## src/rtl/game_pkg.sv

```systemverilog
// Shared screen geometry, game_state encodings and small helpers used by the
// game-logic blocks.
package game_pkg;

   localparam logic [9:0]  H_ACTIVE = 10'd640;
   localparam logic [9:0]  V_ACTIVE = 10'd480;
   localparam logic [9:0]  SHIP_W   = 10'd50;
   localparam logic [9:0]  SHIP_H   = 10'd20;
   localparam logic [9:0]  ROCKET_W = 10'd16;
   localparam logic [9:0]  ROCKET_H = 10'd16;

   // Launch point sits just ahead of the ship nose; the limit keeps the whole
   // 16-pixel rocket box inside the visible area.
   localparam logic [9:0]  ROCKET_LAUNCH_DX = 10'd33;
   localparam logic [10:0] ROCKET_X_LIMIT   = 11'd632;
   localparam logic [10:0] ROCKET_HALF      = 11'd8;
   localparam logic [11:0] ROCKET_RGB       = 12'h0F0;

   typedef enum logic [1:0] {
      GS_TITLE   = 2'b00,
      GS_PLAYING = 2'b01,
      GS_OVER    = 2'b10,
      GS_PAUSED  = 2'b11
   } game_state_e;

   function automatic logic [7:0] sat_inc8(input logic [7:0] value);
      logic [7:0] result;
      if (value == 8'hFF) begin
         result = value;
      end else begin
         result = value + 8'd1;
      end
      return result;
   endfunction

endpackage

```

## src/rtl/btn_debounce.sv

```systemverilog
// Two-flop synchronizer plus tick-based debouncer for a raw push button;
// outputs the accepted level and a one-clk rise pulse.
module btn_debounce #(
   parameter int DEBOUNCE = 10
) (
   input  logic clk,
   input  logic reset,
   input  logic tick,
   input  logic btn,
   output logic level,
   output logic rise
);

   localparam int CW = (DEBOUNCE < 2) ? 1 : $clog2(DEBOUNCE + 1);

   logic          sync1_r;
   logic          sync2_r;
   logic          level_r;
   logic [CW-1:0] cnt_r;
   logic          accept_s;

   // Level flips on the tick that completes DEBOUNCE consecutive disagreements.
   always_comb begin
      accept_s = tick && (sync2_r != level_r) && (cnt_r == CW'(DEBOUNCE - 1));
   end

   // Synchronizer, disagreement counter and accepted level.
   always_ff @(posedge clk) begin
      if (reset) begin
         sync1_r <= 1'b0;
         sync2_r <= 1'b0;
         level_r <= 1'b0;
         cnt_r   <= '0;
      end else begin
         sync1_r <= btn;
         sync2_r <= sync1_r;
         if (tick) begin
            if (sync2_r != level_r) begin
               if (accept_s) begin
                  level_r <= sync2_r;
                  cnt_r   <= '0;
               end else begin
                  cnt_r <= cnt_r + CW'(1);
               end
            end else begin
               cnt_r <= '0;
            end
         end
      end
   end

   // Rise is issued on the accepting tick itself so consumers acting on tick
   // edges see it on the same edge.
   assign level = level_r;
   assign rise  = accept_s && sync2_r;

endmodule

```

## src/rtl/rocket_ctrl.sv

```systemverilog
// Player rocket: debounced fire launches a rocket from the ship, it flies
// right each ms tick until hit or off-screen, then a cooldown blocks re-fire.
module rocket_ctrl
   import game_pkg::*;
#(
   parameter int SPEED    = 4,
   parameter int COOLDOWN = 250,
   parameter int DEBOUNCE = 10
) (
   input  logic        clk,
   input  logic        reset,
   input  logic        tick_1ms,
   input  logic        fire_btn,
   input  logic [1:0]  game_state,
   input  logic [9:0]  x_ship,
   input  logic [9:0]  y_ship,
   input  logic        hit,
   input  logic [9:0]  x,
   input  logic [9:0]  y,
   output logic [9:0]  x_rocket,
   output logic [9:0]  y_rocket,
   output logic        rocket_active,
   output logic        rocket_on,
   output logic [11:0] rgb_rocket,
   output logic [7:0]  shots_fired
);

   localparam int CCW = (COOLDOWN < 2) ? 1 : $clog2(COOLDOWN + 1);

   typedef enum logic [1:0] {
      ST_IDLE     = 2'd0,
      ST_FLYING   = 2'd1,
      ST_COOLDOWN = 2'd2
   } state_e;

   state_e         state_r;
   state_e         state_next_s;
   logic [9:0]     x_rocket_r;
   logic [9:0]     y_rocket_r;
   logic [7:0]     shots_r;
   logic [CCW-1:0] cool_cnt_r;
   logic           fire_level_s;
   logic           fire_rise_s;
   logic           fire_req_s;
   logic           playing_s;
   logic [10:0]    x_adv_s;
   logic           off_edge_s;
   logic           active_s;
   logic           in_x_s;
   logic           in_y_s;

   btn_debounce #(.DEBOUNCE(DEBOUNCE)) u_fire_db (
      .clk   (clk),
      .reset (reset),
      .tick  (tick_1ms),
      .btn   (fire_btn),
      .level (fire_level_s),
      .rise  (fire_rise_s)
   );

   // A request is a 0->1 of the accepted level; level_r still reads 0 on that edge.
   always_comb begin
      fire_req_s = fire_rise_s && !fire_level_s;
      playing_s  = (game_state == GS_PLAYING);
      x_adv_s    = {1'b0, x_rocket_r} + 11'(SPEED);
      off_edge_s = (x_adv_s >= ROCKET_X_LIMIT);
   end

   // State register.
   always_ff @(posedge clk) begin
      if (reset) begin
         state_r <= ST_IDLE;
      end else begin
         state_r <= state_next_s;
      end
   end

   // Next state: leaving play wins immediately, everything else waits for a tick.
   always_comb begin
      state_next_s = state_r;
      if (!playing_s) begin
         state_next_s = ST_IDLE;
      end else if (tick_1ms) begin
         case (state_r)
            ST_IDLE:     state_next_s = fire_req_s ? ST_FLYING : ST_IDLE;
            ST_FLYING:   state_next_s = (hit || off_edge_s) ? ST_COOLDOWN : ST_FLYING;
            ST_COOLDOWN: state_next_s = (cool_cnt_r == CCW'(COOLDOWN - 1)) ? ST_IDLE : ST_COOLDOWN;
            default:     state_next_s = ST_IDLE;
         endcase
      end else begin
         state_next_s = state_r;
      end
   end

   // Output decode.
   always_comb begin
      case (state_r)
         ST_FLYING: active_s = 1'b1;
         default:   active_s = 1'b0;
      endcase
   end

   // Rocket position, launch counter and cooldown counter.
   always_ff @(posedge clk) begin
      if (reset) begin
         x_rocket_r <= 10'd0;
         y_rocket_r <= 10'd0;
         shots_r    <= 8'd0;
         cool_cnt_r <= '0;
      end else begin
         if (state_next_s == ST_FLYING) begin
            if (state_r == ST_IDLE) begin
               x_rocket_r <= x_ship + ROCKET_LAUNCH_DX;
               y_rocket_r <= y_ship;
               shots_r    <= sat_inc8(shots_r);
            end else if (tick_1ms) begin
               x_rocket_r <= x_adv_s[9:0];
            end
         end else begin
            x_rocket_r <= 10'd0;
            y_rocket_r <= 10'd0;
         end
         if ((state_r == ST_COOLDOWN) && (state_next_s == ST_COOLDOWN)) begin
            if (tick_1ms) begin
               cool_cnt_r <= cool_cnt_r + CCW'(1);
            end
         end else begin
            cool_cnt_r <= '0;
         end
      end
   end

   // Box test widened to 11 bits so a rocket near the top edge does not wrap.
   always_comb begin
      in_x_s = (({1'b0, x} + ROCKET_HALF) >= {1'b0, x_rocket_r}) &&
               ({1'b0, x} <= ({1'b0, x_rocket_r} + ROCKET_HALF));
      in_y_s = (({1'b0, y} + ROCKET_HALF) >= {1'b0, y_rocket_r}) &&
               ({1'b0, y} <= ({1'b0, y_rocket_r} + ROCKET_HALF));
   end

   assign x_rocket      = x_rocket_r;
   assign y_rocket      = y_rocket_r;
   assign rocket_active = active_s;
   assign rocket_on     = active_s && in_x_s && in_y_s;
   assign rgb_rocket    = ROCKET_RGB;
   assign shots_fired   = shots_r;

endmodule

```

## config.mk

```make
export PLATFORM = sky130hd
export DESIGN_NAME = rocket_ctrl
export DESIGN_NICKNAME = d
export VERILOG_FILES = /design/src/rtl/game_pkg.sv /design/src/rtl/btn_debounce.sv /design/src/rtl/rocket_ctrl.sv
export SDC_FILE = /design/constraint.sdc
export NUM_CORES = 1
export LEC_CHECK = 0
export ABC_CLOCK_PERIOD_IN_PS = 3900
export BUFFER_PORTS_ARGS = -buffer_cell sky130_fd_sc_hd__buf_2
export CORE_MARGIN = 4
export CORE_UTILIZATION = 35
export DETAILED_ROUTE_END_ITERATION = 12
export PLACE_DENSITY = 0.63
export SYNTH_ARGS = -nofsm -noshare
export SYNTH_HDL_FRONTEND = slang
export SYNTH_SLANG_ARGS = --single-unit
```

## constraint.sdc

```tcl
create_clock -name clk -period 3.9 [get_ports clk]
set_input_delay 0.195 -clock clk [delete_from_list [all_inputs] [get_ports clk]]
set_output_delay 0.195 -clock clk [all_outputs]
set_load 0.01 [all_outputs]
```

==> results of run 1 <==
[power by group]
group | switching (W) | internal, W
Combinational | 0.0000867 | 0.0000682
Sequential | 0.000000801 | 0.000460
Clock | 0.000173 | 0.000196
[cell usage in the layout (no fill, tap or decap), types with 5 or more instances in the layout]
cell,instances
sky130_fd_sc_hd__and3_1,6
sky130_fd_sc_hd__o211ai_1,13
sky130_fd_sc_hd__xnor2_1,37
sky130_fd_sc_hd__conb_1,12
sky130_fd_sc_hd__nor2_1,33
sky130_fd_sc_hd__a21oi_1,37
sky130_fd_sc_hd__o21ai_0,27
sky130_fd_sc_hd__and4_1,5
sky130_fd_sc_hd__dfxtp_1,45
sky130_fd_sc_hd__buf_2,76
sky130_fd_sc_hd__nand2b_1,6
sky130_fd_sc_hd__nand4_1,12
sky130_fd_sc_hd__clkbuf_8,5
sky130_fd_sc_hd__ha_1,46
sky130_fd_sc_hd__nand3_1,28
sky130_fd_sc_hd__xor2_1,12
sky130_fd_sc_hd__inv_1,32
sky130_fd_sc_hd__nand2_1,51
[metrics by stage]
| stage | cell area (um2) | cells | worst slack [ns] | hold WS (ns) | utilization (%) |
|---|---|---|---|---|---|
| floorplan | 3760 | 485 | 1.29 | 0.264 | - |
| global placement | 4170 | 671 | 1.04 | 0.425 | 40.4 |
| detailed placement | 4170 | 671 | 0.949 | 0.428 | 40.4 |
| CTS | 4290 | 679 | 0.606 | 0.128 | 41.6 |
| global route | 4290 | 679 | 0.367 | 0.137 | 41.6 |
| finish | 4290 | 679 | 0.597 | 0.143 | 41.6 |
[routing by layer]
layer | wire [um] | GRT usage [%] | vias to the layer above
met5 | 0 | 0 | -
met4 | 176 | 4.06 | 0
met3 | 414 | 2.46 | 14
met2 | 4520 | 25.2 | 89
met1 | 4430 | 20.6 | 1615
li1 | - | - | 1791
[cell families (layout without fill, tap and decap cells)]
family	Yosys count	in the layout
simple gates	170	170
compound gates	100	100
buf+inv	61	119
xor+xnor	49	49
fa+ha+maj	46	46
flops	45	45
other cells	2	12
mux	2	2
[final cells by class]
class	count	area, um2
inverters	32	120
flip-flops and latches	45	901
clock buffers	5	68.8
multi-input cells	379	2580
fillers	1079	6030
repair buffers	79	403
well taps	136	170
clock inverters	3	47.5
[sequential cells by signal, indices dropped and copies added (netlist names)]
| register | cells |
|---|---|
| cool_cnt_r | 8 |
| shots_fired | 8 |
| state_r | 2 |
| u_fire_db.cnt_r | 4 |
| u_fire_db.level | 1 |
| u_fire_db.sync1_r | 1 |
| u_fire_db.sync2_r | 1 |
| x_rocket | 10 |
| y_rocket | 10 |
[worst min path at each step]
stage / end / depth (start not counted) / slack (ns) / startpoint
after floorplan: shots_fired[1]$_SDFFE_PP0P_ / 1 / 0.26 / reset
after global placement: u_fire_db.sync2_r$_SDFF_PP0_ / 1 / 0.43 / u_fire_db.sync1_r$_SDFF_PP0_
after detailed placement: u_fire_db.sync2_r$_SDFF_PP0_ / 1 / 0.43 / u_fire_db.sync1_r$_SDFF_PP0_
after CTS: u_fire_db.sync1_r$_SDFF_PP0_ / 2 / 0.13 / fire_btn
after global routing: u_fire_db.sync1_r$_SDFF_PP0_ / 2 / 0.14 / fire_btn
final: u_fire_db.sync1_r$_SDFF_PP0_ / 2 / 0.14 / fire_btn
[synthesized netlist by cell type, types with 13 or more instances]
library cell / instances / share of area, %
sky130_fd_sc_hd__o211ai_1: 13 / 2.6
sky130_fd_sc_hd__inv_1: 32 / 3.2
sky130_fd_sc_hd__o21ai_0: 27 / 3.6
sky130_fd_sc_hd__clkbuf_1: 13 / 1.3
sky130_fd_sc_hd__xnor2_1: 37 / 8.7
sky130_fd_sc_hd__nand2_1: 51 / 5.1
sky130_fd_sc_hd__nor2_1: 33 / 3.3
sky130_fd_sc_hd__ha_1: 46 / 15
sky130_fd_sc_hd__dfxtp_1: 45 / 24
sky130_fd_sc_hd__nand3_1: 28 / 3.8
sky130_fd_sc_hd__a21oi_1: 37 / 5.0
==> results by group, run 1 <==
Run status
  – Status: finished clean

Global route
  – Vias in the first global route: between 3000 and 4000
  – Overall fraction of global-route tracks in use: 15.2%
  – Global-route wire length before repair: 16000 um
  – Remaining Overflow, GRT: 0
  – Pin count of the biggest net entering global routing: 31
  – Antenna violations before repair: 0

STA
  – Setup repair after global routing missed its margin: no
  – Number of hold-slack violations in the final timing report: 0
  – Clock period minus final worst setup slack: 3.30 ns
  – Maximum frequency from static timing analysis: 303 MHz
  – Summed negative setup slack over all endpoints: 0 ns
  – Number of pins with negative max-slew slack in the final report: 0
  – Transition time of the tightest slew-check pin: about 0.81 ns
  – Total of endpoints with negative setup slack in the final report: 0
  – Share of the clock period used by the worst path: a little over four fifths
  – Normalized max-slew margin: ~46%
  – Final worst clock skew: 0.0169 ns

Worst setup path
  – Crit path cell chain: ha_1 -> nand3_1 -> or3_1 -> xnor2_1 -> ha_1 -> nand3_1 -> o21bai_1 -> a211o_1 -> a31oi_1 -> nor4b_1 -> buf_2
  – Path length in cells of the critical path: 11
  – Largest delay contributor family on the critical path: compound AO/OA/AOI/OAI gates
  – CP Buf/Inv Count: 1
  – Worst Setup EP: rocket_on
  – Setup crit start: x_rocket[4]$_SDFFE_PP0P_
  – Highest net fanout along the worst path: 11
  – Reg2Reg Launch Point: state_r[0]$_SDFF_PP0_
  – Critical Path RT: approximately 3.7 ns
  – Count of cells along the worst register-to-register path: 4
  – Delay of the slowest cell on the worst path: about 0.56 ns
  – Endpoint kind of the worst setup timing path: output port
  – Startpoint kind of the worst setup timing path: register
  – Critical-path top delay cell: sky130_fd_sc_hd__dfxtp_1
  – Terminus of the critical flop-to-flop path: x_rocket[3]$_SDFFE_PP0P_
  – WS Path Type: register to output port
  – Arrival time of the worst setup path: between 3 and 4 ns
  – Setup slack of the worst register-to-register path: ~1.5 ns

CTS
  – CTS tree: yes
  – CTS Sinks: 45
  – Number of clock buffers inserted by TritonCTS: 5
  – Max Root-Sink Buffers: 2
  – Setup repair bufs after CTS: 0
  – Clock latency on the worst-skew pair: approximately 0.30 ns
  – Number of cells upsized or downsized after cts: 0
  – Clock edge transition at the registers on the reported setup and hold paths: around 0.090 ns
  – CTS hold repair buffers: 0
  – Clock root buffer master: sky130_fd_sc_hd__clkbuf_8
  – Level count of the clock H-tree: 2

Floorplan
  – Initial core utilization: between 30 and 40%
  – Die Area: 12300 um2
  – Die width: ~110 um
  – Ports: 89
  – Floorplan core area: ~10000 um2
  – Chip Height: 111 um
  – Std-Cell Rows: 37

Synth
  – Register bit total from synthesis: 45
  – Post-synthesis compound-gate area fraction: 16.7%
  – Share of synthesized cell area in and, or, nand and nor gates: between 20% and 30%
  – Post-Synth XOR/XNOR Area: a little under an eighth
  – Post-synth ARST share: 0%
  – Largest family of logic cells by synthesized area: simple AND/OR/NAND/NOR gates
  – Mux contribution to synthesized area: less than 1%
  – Number of enable flip-flop cells after synthesis: 0
  – Fraction of the mapped netlist area in adder cells: approximately 15%
  – Synth cell types: 54
  – Number of standard cells after synthesis: 475
  – Fraction of the yosys area taken by sequential cells: 24.2%
  – Post-synthesis average cell area: 7.83 um2
  – Top_reg_cell synth: sky130_fd_sc_hd__dfxtp_1
  – Post-synthesis cell area: around 3700 um2
  – Ys Warns: 0

Power
  – Leakage Power: 1.83 nW
  – PnR Total Power: around 0.001 W
  – Maximum VDD drop: between 0.1 and 0.15 mV
  – Pwr dens: 230 nW/um2

Detailed routing
  – First-pass iteration count of the detailed router: 4
  – Average via count per standard cell: approximately 5.2
  – Via total after detailed routing: 3509
  – Starting DRT DRC Count: roughly 130
  – Routed length per instance: 14.1 um
  – Detailed-route DRC error count: 0
  – Remaining antenna violation count: 0
  – Final wirelength: between 9000 and 10000 um

Placed design
  – Input/output buffers: 76
  – HPWL after detailed placement: around 7600 um
  – Gp weighted congestion: 0.826

Layout
  – Count of antenna diodes in the layout: 0
  – Growth of design area from synthesis to finish: 15.3%
  – Number of nets at the end of the flow: roughly 640
  – Fraction of layout cells with a size suffix above 1: around 17%

Flow run
  – Max_cap viols: 0

Worst hold path
  – Hold/Removal Path Class: primary input to register
Note: power is estimated with default switching activity, not from simulation.
==> run 2, diff against run 1 <==
--- a/config.mk
+++ b/config.mk
@@ -5,7 +5,7 @@
 export SDC_FILE = /design/constraint.sdc
 export NUM_CORES = 1
 export LEC_CHECK = 0
-export ABC_CLOCK_PERIOD_IN_PS = 3900
+export ABC_CLOCK_PERIOD_IN_PS = 3140
 export BUFFER_PORTS_ARGS = -buffer_cell sky130_fd_sc_hd__buf_2
 export CORE_MARGIN = 4
 export CORE_UTILIZATION = 35
==> constraint.sdc (replaced) <==
create_clock -name clk -period 3.14 [get_ports clk]
set_input_delay 0.157 -clock clk [delete_from_list [all_inputs] [get_ports clk]]
set_output_delay 0.157 -clock clk [all_outputs]
set_load 0.01 [all_outputs]
==> results by group, run 2 (synthesis gave the netlist of run 1 again) <==
Detailed routing
  – Final wirelength: approximately 9400 um
  – Average via count per standard cell: 5.12
  – Remaining antenna violation count: 0
  – Detailed-route DRC error count: 0
  – First-pass iteration count of the detailed router: 4
  – Routed length per instance: approximately 14 um
  – Starting DRT DRC Count: 140
  – Via total after detailed routing: 3484

Worst setup path
  – Critical Path RT: between 2 and 3 ns
  – Endpoint kind of the worst setup timing path: output port
  – Setup crit start: x_rocket[3]$_SDFFE_PP0P_
  – WS Path Type: register to output port
  – Startpoint kind of the worst setup timing path: register
  – Reg2Reg Launch Point: x_rocket[2]$_SDFFE_PP0P_
  – Arrival time of the worst setup path: between 2 and 3 ns
  – Highest net fanout along the worst path: 7

Layout
  – Fraction of layout cells with a size suffix above 1: 17.8%
  – Most common cell after layout, fill and taps aside: sky130_fd_sc_hd__buf_2
  – Final instance area: between 4000 and 5000 um2
  – Area occupied by registers: between 900 and 1000 um2
  – Combined area of the multi-input logic cells: 2580 um2
  – Final core occ: 41.5%
  – Growth of design area from synthesis to finish: 15.0%
  – Count of antenna diodes in the layout: 0
  – Top library cells by usage in the layout, fill and taps aside: sky130_fd_sc_hd__buf_2, sky130_fd_sc_hd__nand2_1, sky130_fd_sc_hd__ha_1
  – Filler cells: between 1000 and 1500
  – Number of nets at the end of the flow: 637

STA
  – Transition time of the tightest slew-check pin: 0.516 ns
  – Final worst clock skew: roughly 0.012 ns
  – Setup repair after global routing missed its margin: no
  – Maximum frequency from static timing analysis: between 300 and 400 MHz
  – Total of endpoints with negative setup slack in the final report: 0
  – Normalized max-slew margin: 65.2%
  – Hold_ws: between 0.09 and 0.1 ns
  – Number of pins with negative max-slew slack in the final report: 0
  – Clock period minus final worst setup slack: about 3.0 ns
  – Number of hold-slack violations in the final timing report: 0
  – Share of the clock period used by the worst path: a little over nine tenths
  – Summed negative setup slack over all endpoints: 0 ns

Floorplan
  – Initial core utilization: 36.0%
  – Floorplan core area: approximately 10000 um2
  – Die width: ~110 um
  – Ports: 89
  – Chip Height: between 100 and 150 um
  – Std-Cell Rows: 37
  – Die Area: about 12000 um2

CTS
  – Clock edge transition at the registers on the reported setup and hold paths: approximately 0.080 ns
  – Number of clock buffers inserted by TritonCTS: 5
  – CTS Sinks: 45
  – Clock latency on the worst-skew pair: roughly 0.3 ns
  – CTS tree: yes
  – Number of cells upsized or downsized after cts: 0
  – Setup repair bufs after CTS: 0
  – Max Root-Sink Buffers: 2
  – Level count of the clock H-tree: 2
  – CTS hold repair buffers: 0
  – Clock root buffer master: sky130_fd_sc_hd__clkbuf_8

Power
  – Logic pwr share: between 10% and 20%
  – Share of power burned in registers: between 50% and 60%
  – Cell internal power dissipation: about 0.0008 W
  – Switching share of power: between 20% and 30%
  – Leakage Power: about 1.8 nW
  – Maximum VDD drop: around 0.14 mV
  – Pwr dens: ~260 nW/um2
  – Net switching component of the power: about 0.00030 W
  – Clk pwr share: 31.5%

Global route
  – GRT met1 Usage: about a fifth
  – Global-route track usage on met2: 26.0%
  – Global Route met3 Usage: under 10%
  – Remaining Overflow, GRT: 0
  – Vias in the first global route: 3381
  – Antenna violations before repair: 0
  – Overall fraction of global-route tracks in use: ~15%
  – Most used routing layer in global routing: met2
  – Pin count of the biggest net entering global routing: 31
  – Global-route wire length before repair: roughly 16000 um

Worst hold path
  – Hold/Removal Path Class: primary input to register
  – Startpoint of the lowest-slack hold path: fire_btn

Placed design
  – Post-detailed-placement cell area: 4190 um2
  – Gp weighted congestion: around 0.94
  – Input/output buffers: between 70 and 80
  – HPWL after detailed placement: between 7000 and 8000 um

Run status
  – Status: finished clean

Flow run
  – Max_cap viols: 0
-- run 2: cell types whose count changed in the layout (fill, tap and decap cells not counted), sizes merged --
| cell | before | now |
|---|---|---|
| bufinv | 1 | 0 |
| buf | 79 | 81 |
| inv | 34 | 32 |
| clkbuf | 5 | 6 |
| clkinvlp | 0 | 2 |
-- run 2: critical path: stages, from the launching register on --
cell and delay, ns:
sky130_fd_sc_hd__dfxtp_2 0.39, sky130_fd_sc_hd__ha_2 0.25, sky130_fd_sc_hd__nand3_1 0.12, sky130_fd_sc_hd__or3_1 0.35, sky130_fd_sc_hd__xnor2_1 0.14, sky130_fd_sc_hd__ha_1 0.30, sky130_fd_sc_hd__nand3_1 0.09, sky130_fd_sc_hd__o21bai_1 0.16
sky130_fd_sc_hd__a211o_1 0.29, sky130_fd_sc_hd__a31oi_1 0.20, sky130_fd_sc_hd__nor4b_1 0.08, sky130_fd_sc_hd__buf_2 0.14
-- run 2: power groups by stage --
| stage | combinational, W | sequential [W] | clock (W) |
|---|---|---|---|
| floorplan | 0.000128 | 0.000586 | 0 |
| global placement | 0.000186 | 0.000586 | 0 |
| detailed placement | 0.000191 | 0.000586 | 0 |
| CTS | 0.000193 | 0.000573 | 0.000366 |
| global route | 0.000219 | 0.000573 | 0.000389 |
| finish | 0.000192 | 0.000573 | 0.000352 |
-- run 2: path summary, 6_finish.rpt --
check                                      end  slack [ns]  depth (start not counted)
hold / removal    u_fire_db.sync1_r$_SDFF_PP0_         0.1                          2
setup reg to reg      y_rocket[2]$_SDFFE_PP0P_        0.97                          7
hold reg to reg   u_fire_db.sync2_r$_SDFF_PP0_        0.45                          1
setup / recovery                     rocket_on        0.18                         11
-- run 2: final cells by class --
cell class,count,share of cell area [%]
clock buffer,6,1.70
clock inverter,2,0.351
inverter,32,2.81
multi-input combinational,379,60.3
sequential,45,21.1
tap,136,3.98
timing repair buffer,81,9.76
-- run 2: metrics by stage --
step           cells  setup WS [ns]  power [W]
2_1_floorplan    485          0.564   0.000714
3_3_place_gp     673          0.429   0.000772
3_5_place_dp     673          0.364   0.000777
4_1_cts          681         0.0171    0.00113
5_1_grt          681         0.0133    0.00118
6_report         681          0.181    0.00112
-- run 2: per-layer routing --
layer / vias up / part of all wire, %
li1: 1786 / -
met1: 1603 / 47
met2: 84 / 48
met3: 11 / 3.7
met4: 0 / 1.5
met5: - / 0
==> run 3, diff against run 2 <==
--- a/config.mk
+++ b/config.mk
@@ -10,7 +10,7 @@
 export CORE_MARGIN = 4
 export CORE_UTILIZATION = 35
 export DETAILED_ROUTE_END_ITERATION = 12
-export PLACE_DENSITY = 0.63
+export PLACE_DENSITY = 0.6
 export SYNTH_ARGS = -nofsm -noshare
 export SYNTH_HDL_FRONTEND = slang
 export SYNTH_SLANG_ARGS = --single-unit
==> results by group, run 3 (synthesis gave the netlist of run 1 again) <==
Worst setup path
  – Startpoint kind of the worst setup timing path: register
  – Terminus of the critical flop-to-flop path: x_rocket[3]$_SDFFE_PP0P_
  – WS Path Type: register to output port
  – Reg2Reg Launch Point: x_rocket[2]$_SDFFE_PP0P_
  – Delay of the slowest cell on the worst path: about 0.42 ns
  – Arrival time of the worst setup path: between 2 and 3 ns
  – Count of cells along the worst register-to-register path: 7
  – Highest net fanout along the worst path: 7
  – Setup slack of the worst register-to-register path: slightly below 1 ns
  – Endpoint kind of the worst setup timing path: output port
  – Crit path cell chain: ha_4 -> nand3_1 -> or3_1 -> xnor2_1 -> ha_1 -> nand3_1 -> o21bai_1 -> a211o_1 -> a31oi_1 -> nor4b_1 -> buf_2
  – Most repeated library cell on the critical path: sky130_fd_sc_hd__nand3_1
  – Critical Path RT: between 2 and 3 ns
  – Critical-path top delay cell: sky130_fd_sc_hd__dfxtp_2
  – Setup crit start: x_rocket[3]$_SDFFE_PP0P_

Detailed routing
  – Via total after detailed routing: around 3500
  – Final wirelength: around 9700 um
  – First-pass iteration count of the detailed router: 6
  – Routed length per instance: ~14 um
  – Starting DRT DRC Count: approximately 190
  – Detailed-route DRC error count: 0
  – Remaining antenna violation count: 0
  – Average via count per standard cell: ~5

Global route
  – Remaining Overflow, GRT: 0
  – Antenna violations before repair: 2
  – Global-route wire length before repair: ~16000 um
  – Pin count of the biggest net entering global routing: 31
  – Overall fraction of global-route tracks in use: 15.3%
  – Vias in the first global route: roughly 3400

Worst hold path
  – Hold/Removal Path Class: primary input to register
  – Destination of the worst hold path: u_fire_db.sync1_r$_SDFF_PP0_
  – Number of stages on the worst hold path: 2
  – Startpoint of the lowest-slack hold path: fire_btn

STA
  – Share of the clock period used by the worst path: between 90% and 100%
  – Final worst clock skew: approximately 0.0052 ns
  – Number of hold-slack violations in the final timing report: 0
  – Setup repair after global routing missed its margin: no
  – Number of pins with negative max-slew slack in the final report: 0
  – Total of endpoints with negative setup slack in the final report: 0
  – Summed negative setup slack over all endpoints: 0 ns
  – Clock period minus final worst setup slack: 2.93 ns
  – Hold_ws: ~0.09 ns
  – Maximum frequency from static timing analysis: 341 MHz

Layout
  – Top library cells by usage in the layout, fill and taps aside: sky130_fd_sc_hd__buf_2, sky130_fd_sc_hd__nand2_1, sky130_fd_sc_hd__ha_1
  – Most common cell after layout, fill and taps aside: sky130_fd_sc_hd__buf_2
  – Growth of design area from synthesis to finish: 16.1%
  – Fraction of layout cells with a size suffix above 1: between 15 and 20%
  – Final core occ: 41.8%
  – Count of antenna diodes in the layout: 0
  – Number of nets at the end of the flow: ~640
  – Final Instance Count excl. Fillers: just under 700

Floorplan
  – Std-Cell Rows: 37
  – Die Area: roughly 12000 um2
  – Floorplan core area: 10300 um2
  – Ports: 89
  – Die width: approximately 110 um
  – Initial core utilization: 36.0%
  – Chip Height: approximately 110 um

CTS
  – CTS hold repair buffers: 0
  – CTS tree: yes
  – Clock edge transition at the registers on the reported setup and hold paths: 0.08 ns
  – Number of clock buffers inserted by TritonCTS: 5
  – Level count of the clock H-tree: 2
  – Setup repair bufs after CTS: 0
  – Clock latency on the worst-skew pair: 0.29 ns
  – Clock root buffer master: sky130_fd_sc_hd__clkbuf_8
  – Max Root-Sink Buffers: 2
  – Number of cells upsized or downsized after cts: 0
  – CTS Sinks: 45

Placed design
  – HPWL after detailed placement: 7720 um
  – Gp weighted congestion: approximately 0.85
  – Inst Count DP: slightly below 700
  – Input/output buffers: 76

Flow run
  – Max_cap viols: 0

Power
  – Maximum VDD drop: 0.180 mV
  – Leakage Power: approximately 1.8 nW
  – Pwr dens: between 200 and 300 nW/um2

Run status
  – Status: finished clean
==> run 3: cell types whose count changed in the layout (fill, tap and decap cells not counted), sizes merged <==
| cell | delta |
|---|---|
| clkinvlp | -2 |
| bufinv | +1 |
| clkbuf | +1 |
==> run 3: worst max path at each step <==
stage                 to  slack, ns  depth (start not counted)
6_report       rocket_on       0.21                         11
5_1_grt        rocket_on      0.005                         11
4_1_cts        rocket_on       0.03                         11
3_5_place_dp   rocket_on       0.37                         11
3_3_place_gp   rocket_on       0.46                         11
2_1_floorplan  rocket_on       0.56                         10
==> run 3: report_power, final <==
group / internal (W) / leakage (nW) / switching [W]
clock: 0.000260 / 0.0585 / 0.000189
combinational: 0.0000845 / 1.42 / 0.000107
sequential: 0.000571 / 0.363 / 0.000000923
==> run 3: cell type report <==
class	count	area, um2
multi-input combinational	379	2590
clock buffer	7	86.3
timing repair buffer	81	418
tap	136	170
inverter	32	120
fill	1063	6000
sequential	45	902
clock inverter	1	30.0
==> run 3: metrics by stage <==
stage	worst slack (ns)	instance area [um2]	total power [W]
5_1_grt	0.00459	4320	0.00128
2_1_floorplan	0.564	3760	0.000714
6_report	0.208	4320	0.00121
3_3_place_gp	0.457	4190	0.000771
4_1_cts	0.0309	4310	0.00123
3_5_place_dp	0.366	4190	0.000777
==> run 3: worst max-delay path, delay by kind of cell, from the launching register on <==
family | cells | cell delay [ns]
xor gates and xnor gates | 1 | 0.14
adders and majority gates | 2 | 0.48
buffers and inverters | 1 | 0.14
DFF | 1 | 0.42
AOI/OAI and AO/OA | 3 | 0.65
and+or+nand+nor | 4 | 0.65
==> run 3: per-layer routing <==
metal	up-vias	share of wire, %	GRT usage, %
li1	1793	-	-
met1	1590	47	20.3
met2	113	46	25.3
met3	8	6.4	3.60
met4	4	0.94	3.08
met5	-	0.14	0
